$ cat src/rtl/pio_pkg.sv
// Shared widths, slot layout and error-bit indices for the PIO read completion path.
package pio_pkg;

   localparam int RID_TAG_W       = 24;
   localparam int PIO_ADDR_W      = 13;
   localparam int PIO_DATA_W      = 64;
   localparam int LOWER_ADDR_W    = 4;
   localparam int ERR_W           = 2;
   localparam int TMO_CNT_W       = 16;

   localparam int ERR_OVERFLOW    = 0;
   localparam int ERR_UNSOLICITED = 1;

   typedef struct packed {
      logic [RID_TAG_W-1:0]    rid_tag;
      logic [LOWER_ADDR_W-1:0] lower_addr;
      logic [PIO_DATA_W-1:0]   data;
   } slot_t;

endpackage

$ cat src/rtl/pio_read_tracker_if.sv
// PIO read request / user register / completion signal bundle.
// slave is the tracker's view, master is the surrounding logic's view.
interface pio_read_tracker_if;
   import pio_pkg::*;

   logic                    read_valid;
   logic [PIO_ADDR_W-1:0]   read_address;
   logic [RID_TAG_W-1:0]    read_rid_tag;

   logic                    user_read_valid;
   logic [PIO_ADDR_W-1:0]   user_read_address;
   logic [PIO_DATA_W-1:0]   user_read_data;
   logic                    user_read_data_valid;

   logic                    cpl_valid;
   logic                    cpl_ready;
   logic [RID_TAG_W-1:0]    cpl_rid_tag;
   logic [LOWER_ADDR_W-1:0] cpl_lower_addr;
   logic [PIO_DATA_W-1:0]   cpl_data;

   logic [ERR_W-1:0]        error;
   logic [TMO_CNT_W-1:0]    timeout_count;

   modport slave (
      input  read_valid, read_address, read_rid_tag,
      output user_read_valid, user_read_address,
      input  user_read_data, user_read_data_valid,
      output cpl_valid, cpl_rid_tag, cpl_lower_addr, cpl_data,
      input  cpl_ready,
      output error, timeout_count
   );

   modport master (
      output read_valid, read_address, read_rid_tag,
      input  user_read_valid, user_read_address,
      output user_read_data, user_read_data_valid,
      input  cpl_valid, cpl_rid_tag, cpl_lower_addr, cpl_data,
      output cpl_ready,
      input  error, timeout_count
   );

endinterface

$ cat src/rtl/pio_read_tracker.sv
// Tracks outstanding PIO reads, forwards them to user logic one cycle later and returns
// in-order completions; cpl_valid/cpl_ready stalls only the head, timeouts fill silent reads.
module pio_read_tracker
   import pio_pkg::*;
#(
   parameter int                    DEPTH        = 4,
   parameter int                    TIMEOUT      = 1024,
   parameter logic [PIO_DATA_W-1:0] TIMEOUT_DATA = 64'hFFFF_FFFF_FFFF_FFFF
) (
   input  logic               clock,
   input  logic               reset,
   pio_read_tracker_if.slave  bus
);

   localparam int IDX_W = $clog2(DEPTH);
   localparam int PTR_W = IDX_W + 1;

   typedef logic [PTR_W-1:0] ptr_t;
   typedef logic [IDX_W-1:0] idx_t;

   slot_t                slot_q [DEPTH];
   logic [DEPTH-1:0]     slot_filled;
   ptr_t                 wr_ptr;
   ptr_t                 fill_ptr;
   ptr_t                 rd_ptr;
   logic [TMO_CNT_W-1:0] wait_cnt;

   ptr_t                 occupancy;
   idx_t                 wr_idx;
   idx_t                 fill_idx;
   idx_t                 head_idx;
   logic                 full;
   logic                 push;
   logic                 pending;
   logic                 data_fill;
   logic                 timed_out;
   logic                 pop;
   logic                 cpl_vld;

   assign occupancy = wr_ptr - rd_ptr;
   assign wr_idx    = wr_ptr[IDX_W-1:0];
   assign fill_idx  = fill_ptr[IDX_W-1:0];
   assign head_idx  = rd_ptr[IDX_W-1:0];

   // full uses the pre-pop occupancy, so a push never rides on a same-cycle pop
   assign full      = (occupancy == ptr_t'(DEPTH));
   assign push      = bus.read_valid && !full;
   assign pending   = (fill_ptr != wr_ptr);
   assign data_fill = bus.user_read_data_valid && pending;
   assign timed_out = pending && !bus.user_read_data_valid
                      && (wait_cnt == TMO_CNT_W'(TIMEOUT - 1));

   assign cpl_vld   = (occupancy != '0) && slot_filled[head_idx];
   assign pop       = cpl_vld && bus.cpl_ready;

   assign bus.cpl_valid      = cpl_vld;
   assign bus.cpl_rid_tag    = slot_q[head_idx].rid_tag;
   assign bus.cpl_lower_addr = slot_q[head_idx].lower_addr;
   assign bus.cpl_data       = slot_q[head_idx].data;

   always_ff @(posedge clock or posedge reset) begin
      if (reset) begin
         for (int i = 0; i < DEPTH; i++) begin
            slot_q[i] <= '0;
         end
         slot_filled           <= '0;
         wr_ptr                <= '0;
         fill_ptr              <= '0;
         rd_ptr                <= '0;
         wait_cnt              <= '0;
         bus.user_read_valid   <= 1'b0;
         bus.user_read_address <= '0;
         bus.error             <= '0;
         bus.timeout_count     <= '0;
      end else begin
         // pop, push and fill always address distinct slots, so their order here is free
         if (pop) begin
            slot_q[head_idx]      <= '0;
            slot_filled[head_idx] <= 1'b0;
            rd_ptr                <= rd_ptr + 1'b1;
         end

         bus.user_read_valid <= push;
         if (push) begin
            slot_q[wr_idx]        <= '{rid_tag:    bus.read_rid_tag,
                                       lower_addr: bus.read_address[LOWER_ADDR_W-1:0],
                                       data:       '0};
            slot_filled[wr_idx]   <= 1'b0;
            wr_ptr                <= wr_ptr + 1'b1;
            bus.user_read_address <= bus.read_address;
         end else if (bus.read_valid) begin
            bus.error[ERR_OVERFLOW] <= 1'b1;
         end

         if (data_fill || timed_out) begin
            slot_q[fill_idx].data <= data_fill ? bus.user_read_data : TIMEOUT_DATA;
            slot_filled[fill_idx] <= 1'b1;
            fill_ptr              <= fill_ptr + 1'b1;
         end

         if (bus.user_read_data_valid && !pending) begin
            bus.error[ERR_UNSOLICITED] <= 1'b1;
         end

         if (!pending || bus.user_read_data_valid || timed_out) begin
            wait_cnt <= '0;
         end else begin
            wait_cnt <= wait_cnt + 1'b1;
         end

         if (timed_out && (bus.timeout_count != '1)) begin
            bus.timeout_count <= bus.timeout_count + 1'b1;
         end
      end
   end

endmodule
$ cat src/flat_wrapper.sv
// flat-port wrapper written by rule: the top's interface ports become plain ports
module pio_read_tracker_flat import pio_pkg::*;
#(
   parameter int                    DEPTH        = 4,
   parameter int                    TIMEOUT      = 1024,
   parameter logic [PIO_DATA_W-1:0] TIMEOUT_DATA = 64'hFFFF_FFFF_FFFF_FFFF
)
  (clock, reset, bus_read_valid, bus_read_address, bus_read_rid_tag, bus_user_read_valid, bus_user_read_address, bus_user_read_data, bus_user_read_data_valid, bus_cpl_valid, bus_cpl_rid_tag, bus_cpl_lower_addr, bus_cpl_data, bus_cpl_ready, bus_error, bus_timeout_count);
  pio_read_tracker_if bus_i ();
  input  logic clock;
  input  logic reset;
  input wire logic [$bits(bus_i.read_valid)-1:0] bus_read_valid;
  input wire logic [$bits(bus_i.read_address)-1:0] bus_read_address;
  input wire logic [$bits(bus_i.read_rid_tag)-1:0] bus_read_rid_tag;
  output wire logic [$bits(bus_i.user_read_valid)-1:0] bus_user_read_valid;
  output wire logic [$bits(bus_i.user_read_address)-1:0] bus_user_read_address;
  input wire logic [$bits(bus_i.user_read_data)-1:0] bus_user_read_data;
  input wire logic [$bits(bus_i.user_read_data_valid)-1:0] bus_user_read_data_valid;
  output wire logic [$bits(bus_i.cpl_valid)-1:0] bus_cpl_valid;
  output wire logic [$bits(bus_i.cpl_rid_tag)-1:0] bus_cpl_rid_tag;
  output wire logic [$bits(bus_i.cpl_lower_addr)-1:0] bus_cpl_lower_addr;
  output wire logic [$bits(bus_i.cpl_data)-1:0] bus_cpl_data;
  input wire logic [$bits(bus_i.cpl_ready)-1:0] bus_cpl_ready;
  output wire logic [$bits(bus_i.error)-1:0] bus_error;
  output wire logic [$bits(bus_i.timeout_count)-1:0] bus_timeout_count;
  assign bus_i.read_valid = bus_read_valid;
  assign bus_i.read_address = bus_read_address;
  assign bus_i.read_rid_tag = bus_read_rid_tag;
  assign bus_user_read_valid = bus_i.user_read_valid;
  assign bus_user_read_address = bus_i.user_read_address;
  assign bus_i.user_read_data = bus_user_read_data;
  assign bus_i.user_read_data_valid = bus_user_read_data_valid;
  assign bus_cpl_valid = bus_i.cpl_valid;
  assign bus_cpl_rid_tag = bus_i.cpl_rid_tag;
  assign bus_cpl_lower_addr = bus_i.cpl_lower_addr;
  assign bus_cpl_data = bus_i.cpl_data;
  assign bus_i.cpl_ready = bus_cpl_ready;
  assign bus_error = bus_i.error;
  assign bus_timeout_count = bus_i.timeout_count;
  pio_read_tracker #(.DEPTH(DEPTH), .TIMEOUT(TIMEOUT), .TIMEOUT_DATA(TIMEOUT_DATA)) u_core (.clock(clock), .reset(reset), .bus(bus_i));
endmodule
$ cat config.mk
export PLATFORM = sky130hd
export DESIGN_NAME = pio_read_tracker_flat
export DESIGN_NICKNAME = d
export VERILOG_FILES = /design/src/rtl/pio_pkg.sv /design/src/rtl/pio_read_tracker_if.sv /design/src/rtl/pio_read_tracker.sv /design/src/flat_wrapper.sv
export SDC_FILE = /design/constraint.sdc
export NUM_CORES = 1
export LEC_CHECK = 0
export ABC_AREA = 1
export BUFFER_PORTS_ARGS = -buffer_cell sky130_fd_sc_hd__clkbuf_2
export CORE_MARGIN = 2
export CORE_UTILIZATION = 39
export CTS_BUF_LIST = sky130_fd_sc_hd__clkbuf_4 sky130_fd_sc_hd__clkbuf_8 sky130_fd_sc_hd__clkbuf_16
export DETAILED_ROUTE_END_ITERATION = 12
export GPL_TIMING_DRIVEN = 0
export HOLD_SLACK_MARGIN = 0.08
export SETUP_SLACK_MARGIN = 0.4
export SYNTH_ARGS = -nofsm -noshare
export SYNTH_HDL_FRONTEND = slang
export SYNTH_SLANG_ARGS = --single-unit
$ cat constraint.sdc
create_clock -name clock -period 15.93 [get_ports clock]
set_input_delay 1.593 -clock clock [delete_from_list [all_inputs] [get_ports clock]]
set_output_delay 1.593 -clock clock [all_outputs]
set_load 0.05 [all_outputs]
==> summary.md <==
| Metric | Value |
|---|---|
| Gate power share | `57.2%` |
| Vias in the first global route | `21500` |
| CP Launch Type | `flop` |
| Register area share after synthesis | `47.8%` |
| Crit-path max FO | `10` |
| PnR worst setup slack | `10.12 ns` |
| DP HPWL | `61200 um` |
| Clock root buffer | `clkbuf_16` |
| Fin crit share | `36.4%` |
| Initial antenna violation count | `1` |
| Die ar. | `59500 um2` |
| Most frequent CP cell | `clkbuf_1` |
| Hold path cells | `1` |
| Post-cts repair resize count | `0` |
| CTS tree | `yes` |
| Internal power | `3.27 mW` |
| Final setup viols | `0` |
| Placed insts | `about 4000` |
| RSZ-0062 raised after global routing | `no` |
| Slew headroom | `14.6%` |
| Slew @ Worst Pin | `1.28 ns` |
| Final instance area | `26400 um2` |
| CTS Buf Count | `49` |
| Net Sw Frac | `between 50% and 60%` |
| P_leak | `around 14 nW` |
| CP required | `approximately 14 ns` |
| Die Y | `around 240 um` |
| DRC errors left | `0` |
| Std-Cell Rows | `87` |
| WHS | `0.458 ns` |
| First-pass GRT wire length | `roughly 130000 um` |
| First-pass DRT Iterations | `6` |
| PortBufs | `230` |
| Syn Inst Count | `about 2900` |
| Netlist cell types | `32` |
| Hold_buf cts | `0` |
| DRT iter0 DRCs | `2514` |
| I/O pins | `231` |
| Total track usage | `29.7%` |
| Core area | `56700 um2` |
| Pwr Density | `265 nW/um2` |
| Top cell type's share of synthesized area | `47.8%` |
| Total power | `6.99 mW` |
| CP Capture Type | `output pin` |
| Max-Cap Viols | `0` |
| Most frequent cells after synthesis | `nand3_1, nand2_1, dfrtp_1` |
| Number of synthesized flops with an enable pin | `0` |
| Routed wire length | `90300 um` |
| Min-Delay Path Class | `flop to flop` |
| Sw power | `between 3 and 4 mW` |
| Max-slew violation count | `0` |
| Synth Cell Area | `22500 um2` |
| Top-count cell post-synth | `nand3_1` |
| Nets | `between 3000 and 4000` |
| Status | `complete, no violations` |
| Clock group share of total power | `~17%` |
| Ys async rst share | `100%` |
| Area Growth Syn to Fin | `17.4%` |
| Clk_lat worst skew | `0.62 ns` |
| Max IR drop VDD | `around 150 uV` |
| Ys Warns | `0` |
| Largest net degree at the start of global routing | `126` |
| Initial Util | `39.6%` |
| Top post-synthesis cells by area | `dfrtp_1, nand3_1, nand2_1, o21ai_0, nor2_1` |
| Gr ovfl total | `0` |
| Cell taking the most area after synthesis | `dfrtp_1` |
| Final Hold Fails | `0` |
| CP max-delay cell | `clkbuf_1` |
| Clock sink count | `~430` |
| Share of cells above drive strength 1 | `between 15 and 20%` |
| Clk slew on worst S/H paths | `0.06 ns` |
| Largest delay share family, worst path | `buffers and inverters` |
| DR vias/cell | `5.63` |
| Htree depth | `2` |
| Vias | `22500` |
| CTS Buffer Depth | `3` |
| R2R depth | `13` |
| Dpl cell area | `24600 um2` |
| Primary FF master, synth | `dfrtp_1` |
| Setup TNS | `0 ns` |
| Critical path depth | `7` |
| Period minus WS final | `between 5 and 6 ns` |
| Mapped Nets | `3046` |
| Width of the die | `244 um` |
| Final ANT Viol Nets | `0` |
| Final cell count without fillers | `about 4000` |
| Critical path class | `flop to output pin` |
| Post-synthesis sequential element count | `429` |
| Final Skew | `0.0255 ns` |
| WL/cell | `roughly 23 um` |
| Crit path largest cell delay | `0.93 ns` |
| CP cell instances | `buf_4 > clkbuf_1 > clkbuf_1 > clkbuf_1 > nor2_1 > o22ai_1 > clkbuf_2` |
| Critical path data arrival time | `4.21 ns` |
| Synthesized area per cell | `7.68 um2` |
| Fin util | `46.5%` |
| Post-CTS setup repair buffer count | `0` |
| Setup slack at placement | `10.71 ns` |
| Buf/Inv on CP | `5` |
| Flop pwr share | `25.6%` |
| Routability cong. | `0.947` |
| Max Clk Rate | `0.172 GHz` |
worst reg2reg max path: cells and delay by family (launching register included):
family / cells / cell delay, ns
fa+ha+maj: 1 / 0.39
buf+inv: 5 / 2.47
compound gates: 1 / 0.12
simple gates: 6 / 0.79
flops: 1 / 0.43
kinds of logic after synthesis:
family	count (synthesis)	share of synthesized area (%)
buffers and inverters	506	9.58
XOR/XNOR	24	0.936
AND/OR/NAND/NOR	1473	28.9
AO/OA/AOI/OAI	476	11.9
adder cells (fa/ha/maj)	16	0.891
flip-flops	429	47.8
path summary, 6_finish.rpt:
| path | start | end | slack, ns |
|---|---|---|---|
| setup / recovery | u_core.rd_ptr[0] | bus_cpl_data[44] | 10.12 |
| hold / removal | u_core.wait_cnt[0] | u_core.wait_cnt[0] | 0.46 |
| setup reg to reg | u_core.rd_ptr[1] | u_core.slot_q[74] | 11.65 |
| hold reg to reg | u_core.wait_cnt[0] | u_core.wait_cnt[0] | 0.46 |
| max in group asynchronous | reset | u_core.slot_q[232] | 13.26 |
| min in group asynchronous | reset | u_core.wait_cnt[13] | 1.13 |
cell type report:
| type | count | area (um2) |
|---|---|---|
| fill | 5669 | 30400 |
| timing repair buffer | 233 | 1230 |
| antenna | 2 | 5.00 |
| buffer | 240 | 1150 |
| clock inverter | 10 | 179 |
| inverter | 266 | 1010 |
| multi-input combinational | 1989 | 9570 |
| sequential | 429 | 10700 |
| tap | 756 | 946 |
| clock buffer | 76 | 1530 |
layout by cell type, fill, tap and decap left out, types with 78 or more instances in the layout:
master / n
nand3_1: 593
nand2_1: 506
dfrtp_1: 429
o21ai_0: 303
nor2_1: 285
inv_1: 261
clkbuf_2: 230
clkbuf_1: 116
o22ai_1: 92
buf_2: 78
metal layers:
| layer | global-route usage [%] | vias to the layer above | wire, um | part of all wire (%) |
|---|---|---|---|---|
| li1 | - | 10100 | - | - |
| met1 | 39.3 | 10800 | 35900 | 40 |
| met2 | 46.2 | 1315 | 40500 | 45 |
| met3 | 6.78 | 273 | 9340 | 10 |
| met4 | 14.1 | 0 | 4540 | 5.0 |
| met5 | 0 | - | 0 | 0 |
registers in the layout (all words and copies together), names as in the netlist:
register and cells:
u_core.bus.timeout_count 16, u_core.fill_ptr 3, u_core.wait_cnt 16, u_core.slot_filled 4, u_core.bus.user_read_address 13, u_core.slot_q 368
u_core.bus.error 2, u_core.bus.user_read_valid 1, u_core.rd_ptr 3, u_core.wr_ptr 3
power groups by stage:
stage / registers [mW] / logic [mW] / clock network [mW]
6_report: 1.79 / 4.00 / 1.21
4_1_cts: 1.78 / 3.93 / 1.21
3_5_place_dp: 1.79 / 3.92 / 0
2_1_floorplan: 1.80 / 2.62 / 0
3_3_place_gp: 1.78 / 3.86 / 0
5_1_grt: 1.83 / 4.25 / 1.26
Power figures use the tool's default switching activity.
